[src/rtl/ibuffer_pkg.sv]
// ibuffer_pkg: shared constants and types for the instruction buffer.
//   - BUNDLE_W_DEF : default width of a decoded-instruction bundle
//   - OFF_*        : bit offsets of fields inside the packed bundle
//   - ib_entry_t   : stored FIFO entry {exit, bundle}; exit sits in the MSB
package ibuffer_pkg;

    localparam int BUNDLE_W_DEF = 64;

    // Field offsets inside the decoded bundle (LSB positions)
    localparam int OFF_SRC1   = 0;
    localparam int OFF_SRC2   = 6;
    localparam int OFF_DST    = 12;
    localparam int OFF_VALIDS = 18;
    localparam int OFF_IMM    = 21;
    localparam int OFF_ALUOP  = 37;
    localparam int OFF_MEM    = 43;
    localparam int OFF_BRANCH = 47;
    localparam int OFF_SCBID  = 50;

    typedef struct packed {
        logic                    exit;
        logic [BUNDLE_W_DEF-1:0] bundle;
    } ib_entry_t;

endpackage

[src/rtl/ibuffer_warp_fifo.sv]
// ibuffer_warp_fifo: one warp's circular instruction FIFO.
//   clk, rst        : clock, async active-low reset
//   i_wr_en/data    : NUM_DECODE masked write ports, slot 0 first
//   i_pop           : pop head (caller guarantees non-empty)
//   i_clear         : warp exit; drop everything, including same-cycle writes
//   i_flush         : SIMT drop; same effect as clear
//   o_head          : head entry {exit, bundle}
//   o_count/o_empty : occupancy
//   o_ovf           : pulse when a write was dropped because the FIFO was full
module ibuffer_warp_fifo
    import ibuffer_pkg::*;
#(
    parameter int DEPTH      = 4,
    parameter int NUM_DECODE = 2,
    parameter int BUNDLE_W   = BUNDLE_W_DEF,
    localparam int PW        = $clog2(DEPTH),
    localparam int CW        = PW + 1,
    localparam int EW        = BUNDLE_W + 1
) (
    input  logic                             clk,
    input  logic                             rst,
    input  logic [NUM_DECODE-1:0]            i_wr_en,
    input  logic [NUM_DECODE-1:0][EW-1:0]    i_wr_data,
    input  logic                             i_pop,
    input  logic                             i_clear,
    input  logic                             i_flush,
    output logic [EW-1:0]                    o_head,
    output logic [CW-1:0]                    o_count,
    output logic                             o_empty,
    output logic                             o_ovf
);

    logic [EW-1:0]                 r_mem [DEPTH];
    logic [PW-1:0]                 r_rd;
    logic [PW-1:0]                 r_wr;
    logic [CW-1:0]                 r_count;
    logic [NUM_DECODE-1:0]         w_acc;
    logic [NUM_DECODE-1:0][PW-1:0] w_idx;
    logic [CW-1:0]                 w_nacc;

    // Slots are accepted in index order; capacity is judged on the registered
    // count only, so a same-cycle pop never makes room for a write.
    always_comb begin
        w_acc  = '0;
        w_idx  = '0;
        w_nacc = '0;
        o_ovf  = 1'b0;
        for (int k = 0; k < NUM_DECODE; k++) begin
            w_idx[k] = r_wr + PW'(w_nacc);
            if (i_wr_en[k] && !i_flush && !i_clear) begin
                if (r_count + w_nacc < CW'(DEPTH)) begin
                    w_acc[k] = 1'b1;
                    w_nacc   = w_nacc + CW'(1);
                end else begin
                    o_ovf = 1'b1;
                end
            end
        end
    end

    always_ff @(posedge clk or negedge rst) begin
        if (!rst) begin
            r_rd    <= '0;
            r_wr    <= '0;
            r_count <= '0;
        end else if (i_flush || i_clear) begin
            r_rd    <= r_wr;
            r_count <= '0;
        end else begin
            r_wr    <= r_wr + PW'(w_nacc);
            r_rd    <= r_rd + PW'(i_pop);
            r_count <= r_count + w_nacc - CW'(i_pop);
        end
    end

    always_ff @(posedge clk) begin
        for (int k = 0; k < NUM_DECODE; k++)
            if (w_acc[k]) r_mem[w_idx[k]] <= i_wr_data[k];
    end

    assign o_head  = r_mem[r_rd];
    assign o_count = r_count;
    assign o_empty = (r_count == '0);

endmodule

[src/rtl/ibuffer_rr_issue.sv]
// ibuffer_rr_issue: per-warp instruction buffers with round-robin issue and
// lowest-index exit sequencing.
//   Decode side : Valid/WarpID/Bundle/Exit_ID_IB (NUM_DECODE slots), Req_IB_IF
//   Control     : Flush_SIMT_IB, Ready_Scb_IB, Empty_Scb_IB, OC_Full_IB
//   Issue       : Valid/WarpID/Bundle_IB_OC (registered)
//   Exit        : Exit_IB_RAU_TM pulse, Exit_WarpID_IB_RAU_TM (held)
//   Status      : Empty_IB per warp, Overflow_IB sticky
module ibuffer_rr_issue
    import ibuffer_pkg::*;
#(
    parameter int NUM_WARPS    = 8,
    parameter int DEPTH        = 4,
    parameter int NUM_DECODE   = 2,
    parameter int BUNDLE_W     = BUNDLE_W_DEF,
    parameter int LOGNUM_WARPS = $clog2(NUM_WARPS)
) (
    input  logic                               clk,
    input  logic                               rst,
    input  logic [NUM_DECODE-1:0]              Valid_ID_IB,
    input  logic [NUM_DECODE*LOGNUM_WARPS-1:0] WarpID_ID_IB,
    input  logic [NUM_DECODE*BUNDLE_W-1:0]     Bundle_ID_IB,
    input  logic [NUM_DECODE-1:0]              Exit_ID_IB,
    output logic [NUM_WARPS-1:0]               Req_IB_IF,
    input  logic [NUM_WARPS-1:0]               Flush_SIMT_IB,
    input  logic [NUM_WARPS-1:0]               Ready_Scb_IB,
    input  logic [NUM_WARPS-1:0]               Empty_Scb_IB,
    input  logic                               OC_Full_IB,
    output logic                               Valid_IB_OC,
    output logic [LOGNUM_WARPS-1:0]            WarpID_IB_OC,
    output logic [BUNDLE_W-1:0]                Bundle_IB_OC,
    output logic                               Exit_IB_RAU_TM,
    output logic [LOGNUM_WARPS-1:0]            Exit_WarpID_IB_RAU_TM,
    output logic [NUM_WARPS-1:0]               Empty_IB,
    output logic                               Overflow_IB
);

    localparam int CW = $clog2(DEPTH) + 1;
    localparam int EW = BUNDLE_W + 1;

    logic [NUM_DECODE-1:0][EW-1:0]             w_slot_data;
    logic [NUM_WARPS-1:0][NUM_DECODE-1:0]      w_wr_en;
    logic [NUM_WARPS-1:0][EW-1:0]              w_head;
    logic [NUM_WARPS-1:0][CW-1:0]              w_count;
    logic [NUM_WARPS-1:0]                      w_empty;
    logic [NUM_WARPS-1:0]                      w_ovf;
    logic [NUM_WARPS-1:0]                      w_pop;
    logic [NUM_WARPS-1:0]                      w_clear;
    logic [NUM_WARPS-1:0]                      w_iss_elig;
    logic [NUM_WARPS-1:0]                      w_exit_elig;
    logic [LOGNUM_WARPS-1:0]                   r_last;
    logic [LOGNUM_WARPS-1:0]                   w_cand;
    logic [LOGNUM_WARPS-1:0]                   w_gnt_id;
    logic [LOGNUM_WARPS-1:0]                   w_exit_id;
    logic                                      w_gnt;
    logic                                      w_exit;

    // Slot-to-warp decode
    always_comb begin
        w_slot_data = '0;
        w_wr_en     = '0;
        for (int k = 0; k < NUM_DECODE; k++) begin
            w_slot_data[k] = {Exit_ID_IB[k], Bundle_ID_IB[k*BUNDLE_W +: BUNDLE_W]};
            for (int w = 0; w < NUM_WARPS; w++)
                w_wr_en[w][k] = Valid_ID_IB[k] &&
                    (WarpID_ID_IB[k*LOGNUM_WARPS +: LOGNUM_WARPS] == LOGNUM_WARPS'(w));
        end
    end

    // Exit-marked heads never issue; they wait for the scoreboard to drain.
    always_comb begin
        w_iss_elig  = '0;
        w_exit_elig = '0;
        for (int w = 0; w < NUM_WARPS; w++) begin
            w_iss_elig[w]  = !w_empty[w] && !w_head[w][BUNDLE_W] && Ready_Scb_IB[w] &&
                             !Flush_SIMT_IB[w] && !OC_Full_IB;
            w_exit_elig[w] = !w_empty[w] && w_head[w][BUNDLE_W] && Empty_Scb_IB[w] &&
                             !Flush_SIMT_IB[w];
        end
    end

    // Round-robin from last_grant+1; i == NUM_WARPS wraps back to last_grant itself.
    always_comb begin
        w_gnt    = 1'b0;
        w_gnt_id = r_last;
        w_cand   = '0;
        for (int i = 1; i <= NUM_WARPS; i++) begin
            w_cand = r_last + LOGNUM_WARPS'(i);
            if (!w_gnt && w_iss_elig[w_cand]) begin
                w_gnt    = 1'b1;
                w_gnt_id = w_cand;
            end
        end
    end

    // Lowest-index exit: scan downward so the last hit is the smallest index.
    always_comb begin
        w_exit    = 1'b0;
        w_exit_id = '0;
        for (int i = NUM_WARPS - 1; i >= 0; i--) begin
            if (w_exit_elig[i]) begin
                w_exit    = 1'b1;
                w_exit_id = LOGNUM_WARPS'(i);
            end
        end
    end

    always_comb begin
        w_pop     = '0;
        w_clear   = '0;
        Req_IB_IF = '0;
        for (int w = 0; w < NUM_WARPS; w++) begin
            w_pop[w]     = w_gnt && (w_gnt_id == LOGNUM_WARPS'(w));
            w_clear[w]   = w_exit && (w_exit_id == LOGNUM_WARPS'(w));
            Req_IB_IF[w] = (CW'(DEPTH) - w_count[w]) >= CW'(NUM_DECODE);
        end
    end

    assign Empty_IB = w_empty;

    for (genvar g = 0; g < NUM_WARPS; g++) begin : g_warp
        ibuffer_warp_fifo #(
            .DEPTH      (DEPTH),
            .NUM_DECODE (NUM_DECODE),
            .BUNDLE_W   (BUNDLE_W)
        ) u_fifo (
            .clk       (clk),
            .rst       (rst),
            .i_wr_en   (w_wr_en[g]),
            .i_wr_data (w_slot_data),
            .i_pop     (w_pop[g]),
            .i_clear   (w_clear[g]),
            .i_flush   (Flush_SIMT_IB[g]),
            .o_head    (w_head[g]),
            .o_count   (w_count[g]),
            .o_empty   (w_empty[g]),
            .o_ovf     (w_ovf[g])
        );
    end

    always_ff @(posedge clk or negedge rst) begin
        if (!rst) begin
            r_last                <= LOGNUM_WARPS'(NUM_WARPS - 1);
            Valid_IB_OC           <= 1'b0;
            WarpID_IB_OC          <= '0;
            Bundle_IB_OC          <= '0;
            Exit_IB_RAU_TM        <= 1'b0;
            Exit_WarpID_IB_RAU_TM <= '0;
            Overflow_IB           <= 1'b0;
        end else begin
            Valid_IB_OC    <= w_gnt;
            Exit_IB_RAU_TM <= w_exit;
            Overflow_IB    <= Overflow_IB | (|w_ovf);
            if (w_gnt) begin
                r_last       <= w_gnt_id;
                WarpID_IB_OC <= w_gnt_id;
                Bundle_IB_OC <= w_head[w_gnt_id][BUNDLE_W-1:0];
            end
            if (w_exit) Exit_WarpID_IB_RAU_TM <= w_exit_id;
        end
    end

endmodule
[config.mk]
export PLATFORM = sky130hd
export DESIGN_NAME = ibuffer_rr_issue
export DESIGN_NICKNAME = d
export VERILOG_FILES = /design/src/rtl/ibuffer_pkg.sv /design/src/rtl/ibuffer_warp_fifo.sv /design/src/rtl/ibuffer_rr_issue.sv
export SDC_FILE = /design/constraint.sdc
export NUM_CORES = 2
export LEC_CHECK = 0
export CAP_MARGIN = 20
export CORE_MARGIN = 3
export CORE_UTILIZATION = 50
export DETAILED_ROUTE_END_ITERATION = 10
export PLACE_DENSITY = 0.66
export SLEW_MARGIN = 40
export SYNTH_ARGS = -nofsm -noshare
export SYNTH_HDL_FRONTEND = slang
export SYNTH_SLANG_ARGS = --single-unit
[constraint.sdc]
create_clock -name clk -period 20.1 [get_ports clk]
set_input_delay 4.02 -clock clk [delete_from_list [all_inputs] [get_ports clk]]
set_output_delay 4.02 -clock clk [all_outputs]
set_load 0.1 [all_outputs]
# Word level (Yosys, flattened, before mapping)
# Memory sizes are Yosys's and may differ from the RTL's.
# Index checks and enable logic that the tools add are counted.
[totals]
register_bits = 132
mem_bits_rw = 2080
output_inout_bits = 89
elab_cells = 554
n_memories = 8
[op_classes]
addsub = 71
n_lt_le_gt_ge = 33
eq_ne = 28
mux = 194
n_bitwise = 1
reduce_logical = 188
[memory_table]
columns = ["memory", "words", "width", "read_ports", "rd_ports_with_merged_regs", "write_ports", "line", "source"]
rows = [
  ["g_warp[0].u_fifo.r_mem", 4, 65, 1, 0, 2, "ibuffer_warp_fifo.sv:33", "logic [EW-1:0] r_mem [DEPTH];"],
  ["g_warp[1].u_fifo.r_mem", 4, 65, 1, 0, 2, "ibuffer_warp_fifo.sv:33", ""],
  ["g_warp[2].u_fifo.r_mem", 4, 65, 1, 0, 2, "ibuffer_warp_fifo.sv:33", ""],
  ["g_warp[3].u_fifo.r_mem", 4, 65, 1, 0, 2, "ibuffer_warp_fifo.sv:33", ""],
  ["g_warp[4].u_fifo.r_mem", 4, 65, 1, 0, 2, "ibuffer_warp_fifo.sv:33", ""],
  ["g_warp[5].u_fifo.r_mem", 4, 65, 1, 0, 2, "ibuffer_warp_fifo.sv:33", ""],
  ["+2 memories", "--", "--", "--", "--", "--", "--", ""],
]
[ops]
columns = ["op", "count"]
rows = [
  ["binary-select mux 65 bit (select 3 bit)", 1],
  ["two-way mux 3 bit", 48],
  ["two-way mux 1 bit", 128],
  ["logical AND 1 bit", 127],
  ["two-way mux 64 bit", 1],
  ["adder 3 bit", 16],
  ["equality test 3 bit, second input constant", 16],
  ["< comparator 3 bit, second input constant", 16],
  ["zero test 1 bit", 40],
  ["zero test 3 bit", 12],
  ["< comparator 3 x 4 -> 1 bit, second input constant", 9],
  ["adder 2 bit", 16],
  ["adder 3 x 1 -> 3 bit, second input constant", 9],
  ["binary-select mux 1 bit (select 3 bit)", 8],
  ["equality test 3 x 2 -> 1 bit, second input constant", 8],
  [">= comparator 3 x 2 -> 1 bit, second input constant", 8],
  ["subtractor 3 x 1 -> 3 bit", 8],
  ["subtractor 3 bit, first input constant", 8],
  ["adder 2 x 1 -> 2 bit", 8],
  ["two-way mux 2 bit", 8],
  ["adder 3 bit, second input constant", 4],
  ["equality test 3 x 1 -> 1 bit, second input constant", 4],
  ["logical OR 1 bit", 8],
  ["OR reduction 8 bit", 1],
  ["other kinds (2)", 3],
]

# Logic depth before layout (Yosys ltp)
[depth]
depth_word = 34
mapped_depth = 24
ltp_nobuf = 21

# Modules after synthesis
# Synthesis repeated with hierarchy kept, for this count alone.
[hier_totals]
cells_unflattened = 6784
hier_area_um2 = 115273.1
[by_module_without_submodules]
columns = ["module", "instances", "cells_per_inst", "area_per_inst_um2"]
rows = [
  ["ibuffer_warp_fifo at g_warp[6].u_fifo ...", 2, 694, 13457.9],
  ["ibuffer_warp_fifo at g_warp[0].u_fifo", 1, 694, 13720.7],
  ["ibuffer_warp_fifo at g_warp[3].u_fifo", 1, 694, 13289.0],
  ["ibuffer_warp_fifo at g_warp[5].u_fifo", 1, 700, 13088.8],
  ["ibuffer_warp_fifo at g_warp[2].u_fifo", 1, 696, 13052.5],
  ["ibuffer_warp_fifo at g_warp[4].u_fifo", 1, 696, 13037.5],
  ["ibuffer_warp_fifo at g_warp[1].u_fifo", 1, 695, 13035.0],
  ["ibuffer_rr_issue", 1, 1221, 9133.8],
]

# Worst setup path after synthesis
# No wires, ideal clock.
[synth_timing]
path_type = "input -> register"
from = "input port Flush_SIMT_IB[6]"
to = "memory g_warp[4].u_fifo.r_mem[1][0] in the netlist's numbering, enable pin"
setup_time_ns = 0.578
arrival_ns = 10.028
required_ns = 19.522
setup_slack_ns = 9.494
stages = 9
path_buffers = 0
cell_sequence = "nor2_1 > and3_1 > o21a_1 > o21a_1 > o21ai_1 > a21boi_1 > nor4b_2 > nand2_1 > o21ai_0"
[synth_rtl]
columns = ["element", "line", "source"]
rows = [
  ["start: declaration", "ibuffer_rr_issue.sv:24", "input logic [NUM_WARPS-1:0] Flush_SIMT_IB,"],
  ["end: declaration", "ibuffer_warp_fifo.sv:33", ""],
]

# Worst setup path in the final report
[layout_timing]
from = "input port OC_Full_IB"
to = "register g_warp[6].u_fifo.r_count[2]"
[layout_between]
elab_chain_cells = 30
elab_cells_between_ends = 59
[layout_rtl]
columns = ["element", "line", "source"]
rows = [
  ["start: declaration", "ibuffer_rr_issue.sv:27", "input logic OC_Full_IB,"],
  ["zero test 1 bit (*)", "ibuffer_rr_issue.sv:75", "!Flush_SIMT_IB[w] && !OC_Full_IB;"],
  ["logical AND 1 bit", "ibuffer_rr_issue.sv:75", ""],
  ["binary-select mux 1 bit (select 3 bit)", "ibuffer_rr_issue.sv:88", "if (!w_gnt && w_iss_elig[w_cand]) begin"],
  ["two-way mux 1 bit (not written as such)", "ibuffer_rr_issue.sv:88", ""],
  ["two-way mux 1 bit", "ibuffer_rr_issue.sv:88", ""],
  ["zero test 1 bit", "ibuffer_rr_issue.sv:88", ""],
  ["logical AND 1 bit", "ibuffer_rr_issue.sv:88", ""],
  ["two-way mux 1 bit", "ibuffer_rr_issue.sv:88", ""],
  ["(+14 left out)", "--", ""],
  ["two-way mux 1 bit", "ibuffer_rr_issue.sv:88", ""],
  ["zero test 1 bit", "ibuffer_rr_issue.sv:88", ""],
  ["logical AND 1 bit", "ibuffer_rr_issue.sv:88", ""],
  ["two-way mux 3 bit", "ibuffer_rr_issue.sv:88", ""],
  ["equality test 3 bit", "ibuffer_rr_issue.sv:112", "w_pop[w] = w_gnt && (w_gnt_id == LOGNUM_WARPS'(w));"],
  ["logical AND 1 bit (*)", "ibuffer_rr_issue.sv:112", ""],
  ["subtractor 3 x 1 -> 3 bit (*)", "ibuffer_warp_fifo.sv:72", "r_count <= r_count + w_nacc - CW'(i_pop);"],
  ["two-way mux 3 bit (*)", "ibuffer_warp_fifo.sv:66", "end else if (i_flush || i_clear) begin"],
  ["end signal: assignment", "ibuffer_warp_fifo.sv:72", ""],
  ["end: declaration", "ibuffer_warp_fifo.sv:36", "logic [CW-1:0] r_count;"],
]
# Every way passes the cells marked *; elsewhere a longest branch is shown, timed or not. The select of a mux whose other input is x is not followed.
# A chain may end at the register's enable or synchronous reset.

==> results.toml <==
[die]
floorplan.rows = 174
core_area_sq_mm = 0.2260
io_pins = 254
floorplan.die.height_microns = 483.9
floorplan.die.width_microns = 483.9
die-area_sq_mm = 0.2342
initial_utilization_pct = 50.53

[yosys]
synth.yosys.warnings = 0
synth_enable_flop_cells = 2080
synthesis.area_sq_mm = 0.1142
netlist_top_cells_area = "sky130_fd_sc_hd__edfxtp_1 55%, sky130_fd_sc_hd__mux2_2 21%, sky130_fd_sc_hd__mux4_2 10%, sky130_fd_sc_hd__dfrtp_1 2.8%, sky130_fd_sc_hd__clkbuf_1 2.0%"
synth.avg_cell_area_sq_um = 15.87
yosys.cell_types.count = 84
cell_taking_the_most_area_after_synthesis = "sky130_fd_sc_hd__edfxtp_1"
ys_async_rst_share_pct = 5.967
synthFlopType = "sky130_fd_sc_hd__edfxtp_1"
synth-seq-area-share_pct = 57.59
postSynthNetCount = 7461
post_synth_inst_count = 7198
synth_top_cell_area_share_pct = 54.69
synth.ff_latch_count = 2212

[setup_path]
path_max_fanout = 98
end_kind = "register"
worstPathArrival_ps = 10850
worstSetupStartpointType = "input pin"
r2r.worst_path.cells = 19
rr_startpoint = "g_warp[3].u_fifo.r_rd[0]"
timing.critical_path.required_ps = 20900
ff2ff_setup_slack_ps = 12780
r2r-end = "g_warp[0].u_fifo.o_count[2]"
worst-setup-path-type = "input pin to register"

[power]
powerDensity_mw_per_mm2 = 139.0
post-layout-total-power_mw = 17.53
leak_pwr_nw = 41.58
peakVddDrop_v = 0.0003276

[cells_and_area]
post-route-util_pct = 55.82
areaGrowthSynthToFinish_pct = 10.45
layout_cells_sized_above_1_pct = 48.53
post-route-cell-area_sq_mm = 0.1261
finish.net_count = 7284

[detailed_routing]
drt_iter0_drc = 11010
drtPass1Iterations = 8
ant_nets = 0
drc = 0
vias = 71590
post_drt_via_cell_ratio = 6.995
drt-total-wl_microns = 394200
wl_cell_microns = 38.52

[placed_design]
post-dp-hpwl_microns = 217800
globalplace.congestion = 0.8519
port_buffers = 253
post_dp_area_sq_mm = 0.1185

[clock_network]
clock_sink_total = 2212
post_cts_resize_count = 0
cts_setup_buffers = 0
cts_htree_levels = 4
insertion_delay_ps = 930
clk_pin_slew_ps = 60
postCtsHoldBufs = 0
numCtsBuffers = 233
clockBufferDepth = 3
cts_tree = "built"
cts-root-buf = "sky130_fd_sc_hd__clkbuf_16"

[timing]
final-setup-viol-count = 0
timing.max_slew.rel_slack_pct = 32.67
final_min_period_over_clock_period_pct = 49.99
worst-slew-pin-transition_ps = 1010
fin_setup_tns_ps = 0
fmax_ghz = 0.09952
fin_skew_ps = 67.84
final-hold-violation-count = 0
setup_repair_after_global_routing_missed_its_margin = "no"
timing.final.crit_period_ps = 10050
timing_max_transition_violations_final = 0

[global_route]
first_global_vias = 70560
antenna_found_initial = 35
maximum_number_of_pins_on_one_net_before_global_route_repair = 111
gr-usage-all-layers_pct = 33.29
global_route_wire_length_before_repair_microns = 553600
globalRouteOverflowTotal = 0

[min_path]
timing.hold.worst.start = "Bundle_IB_OC[13]"
whs_endpoint = "Bundle_IB_OC[13]"
min-delay-path-class = "register to register"
whs_path_depth = 2

[flow_run]
maxCapViolations = 0

[run_status]
outcome = "completed"
## cell type report
cell class              instances  area [sq um]
diodes                         16         40.04
clock buffers                 309          6347
clock inverters               131          1102
fillers                     17740         99850
inverters                      74         297.8
multi-input cells            4038         45210
flip-flops and latches       2212         65830
well taps                    2992          3744
repair buffers                462          3563
## how the worst max path moves through the flow
stage	from	end	slack [ps]	depth (start not counted)
detailed placement	OC_Full_IB	g_warp[6].u_fifo.o_count[2]	9200	21
finish	OC_Full_IB	g_warp[6].u_fifo.o_count[2]	10050	22
CTS	OC_Full_IB	g_warp[6].u_fifo.o_count[2]	10190	21
global route	OC_Full_IB	g_warp[6].u_fifo.o_count[2]	9650	22
floorplan	Flush_SIMT_IB[6]	g_warp[4].u_fifo.r_mem[1][0]	9490	9
global placement	OC_Full_IB	g_warp[6].u_fifo.o_count[2]	9150	21
## cells in the mapped netlist (all sizes together) (32+ instances only)
library cell / n
mux2: 2108
edfxtp: 2080
clkbuf: 609
mux4: 522
buf: 265
nand2: 250
nand3: 176
dfrtp: 129
a21oi: 101
o21ai: 101
ha: 90
inv: 73
nor2: 73
nor3: 47
and2: 46
nand4: 43
xnor2: 42
and3: 37
o211ai: 35
a22oi: 32
## metal layers
metal / share of wire (%) / vias up / track usage (%)
li1: - / 28020 / -
met1: 38 / 37540 / 45.99
met4: 4.4 / 24 / 12.88
met3: 13 / 1009 / 9.929
met5: 0.036 / - / 0
met2: 44 / 4996 / 49.70
## placed cells by master (no fill, tap or decap), drive strengths merged, types with 86 or more instances in the layout
cell type and count:
a21oi 101, nand3 176, clkinv 99, mux4 522, o21ai 101, clkbuf 309, ha 90, nand2 250
mux2 2108, inv 86, dfrtp 129, edfxtp 2080, buf 416
## per-stage QoR
step | hold slack, ps | cells | setup slack (ps)
final | 519.5 | 10230 | 10050
after global routing | 553.5 | 10230 | 9646
after CTS | 518.7 | 10210 | 10190
after detailed placement | 508.5 | 9773 | 9198
after global placement | 503.1 | 9751 | 9147
after floorplan | 510.2 | 7198 | 9494
## worst max-delay path, stage by stage
cell                              delay [ps]
sky130_fd_sc_hd__clkdlybuf4s50_1         840
sky130_fd_sc_hd__nand2b_1                330
sky130_fd_sc_hd__nor4_1                  100
sky130_fd_sc_hd__nor4_2                  580
sky130_fd_sc_hd__o221ai_2                270
sky130_fd_sc_hd__a211oi_2                560
sky130_fd_sc_hd__o211a_1                 250
sky130_fd_sc_hd__o21ai_0                 140
sky130_fd_sc_hd__nand2_4                 100
sky130_fd_sc_hd__buf_4                   610
sky130_fd_sc_hd__inv_8                   410
sky130_fd_sc_hd__buf_4                   420
sky130_fd_sc_hd__buf_12                  240
sky130_fd_sc_hd__nor3_1                  530
sky130_fd_sc_hd__ha_1                    340
sky130_fd_sc_hd__inv_1                    50
sky130_fd_sc_hd__ha_1                    130
sky130_fd_sc_hd__inv_1                    50
sky130_fd_sc_hd__fa_1                    430
sky130_fd_sc_hd__xnor2_1                 180
sky130_fd_sc_hd__xnor2_1                 130
sky130_fd_sc_hd__nor3_1                   60
## cell families after synthesis
group,synth area share [%]
mux,31.18
flops,57.59
buf+inv,3.376
simple gates,3.369
compound gates,2.931
fa+ha+maj,1.126
xor+xnor,0.4295
## where the power goes
part           internal [mW]  switching (mW)  total, mW
sequential              5.34           0.424       5.76
combinational           2.38            5.12       7.49
clock                   2.39            1.89       4.28
## state kept, by name, summed over array words and instances, names as in the netlist
register / flops
g_warp.u_fifo.r_rd: 16
r_last: 3
g_warp.u_fifo.r_wr: 16
WarpID_IB_OC: 3
Overflow_IB: 1
Valid_IB_OC: 1
Exit_WarpID_IB_RAU_TM: 3
g_warp.u_fifo.o_count: 24
Exit_IB_RAU_TM: 1
Bundle_IB_OC: 64
g_warp.u_fifo.r_mem: 2080
Note: power is estimated with default switching activity, not from simulation.
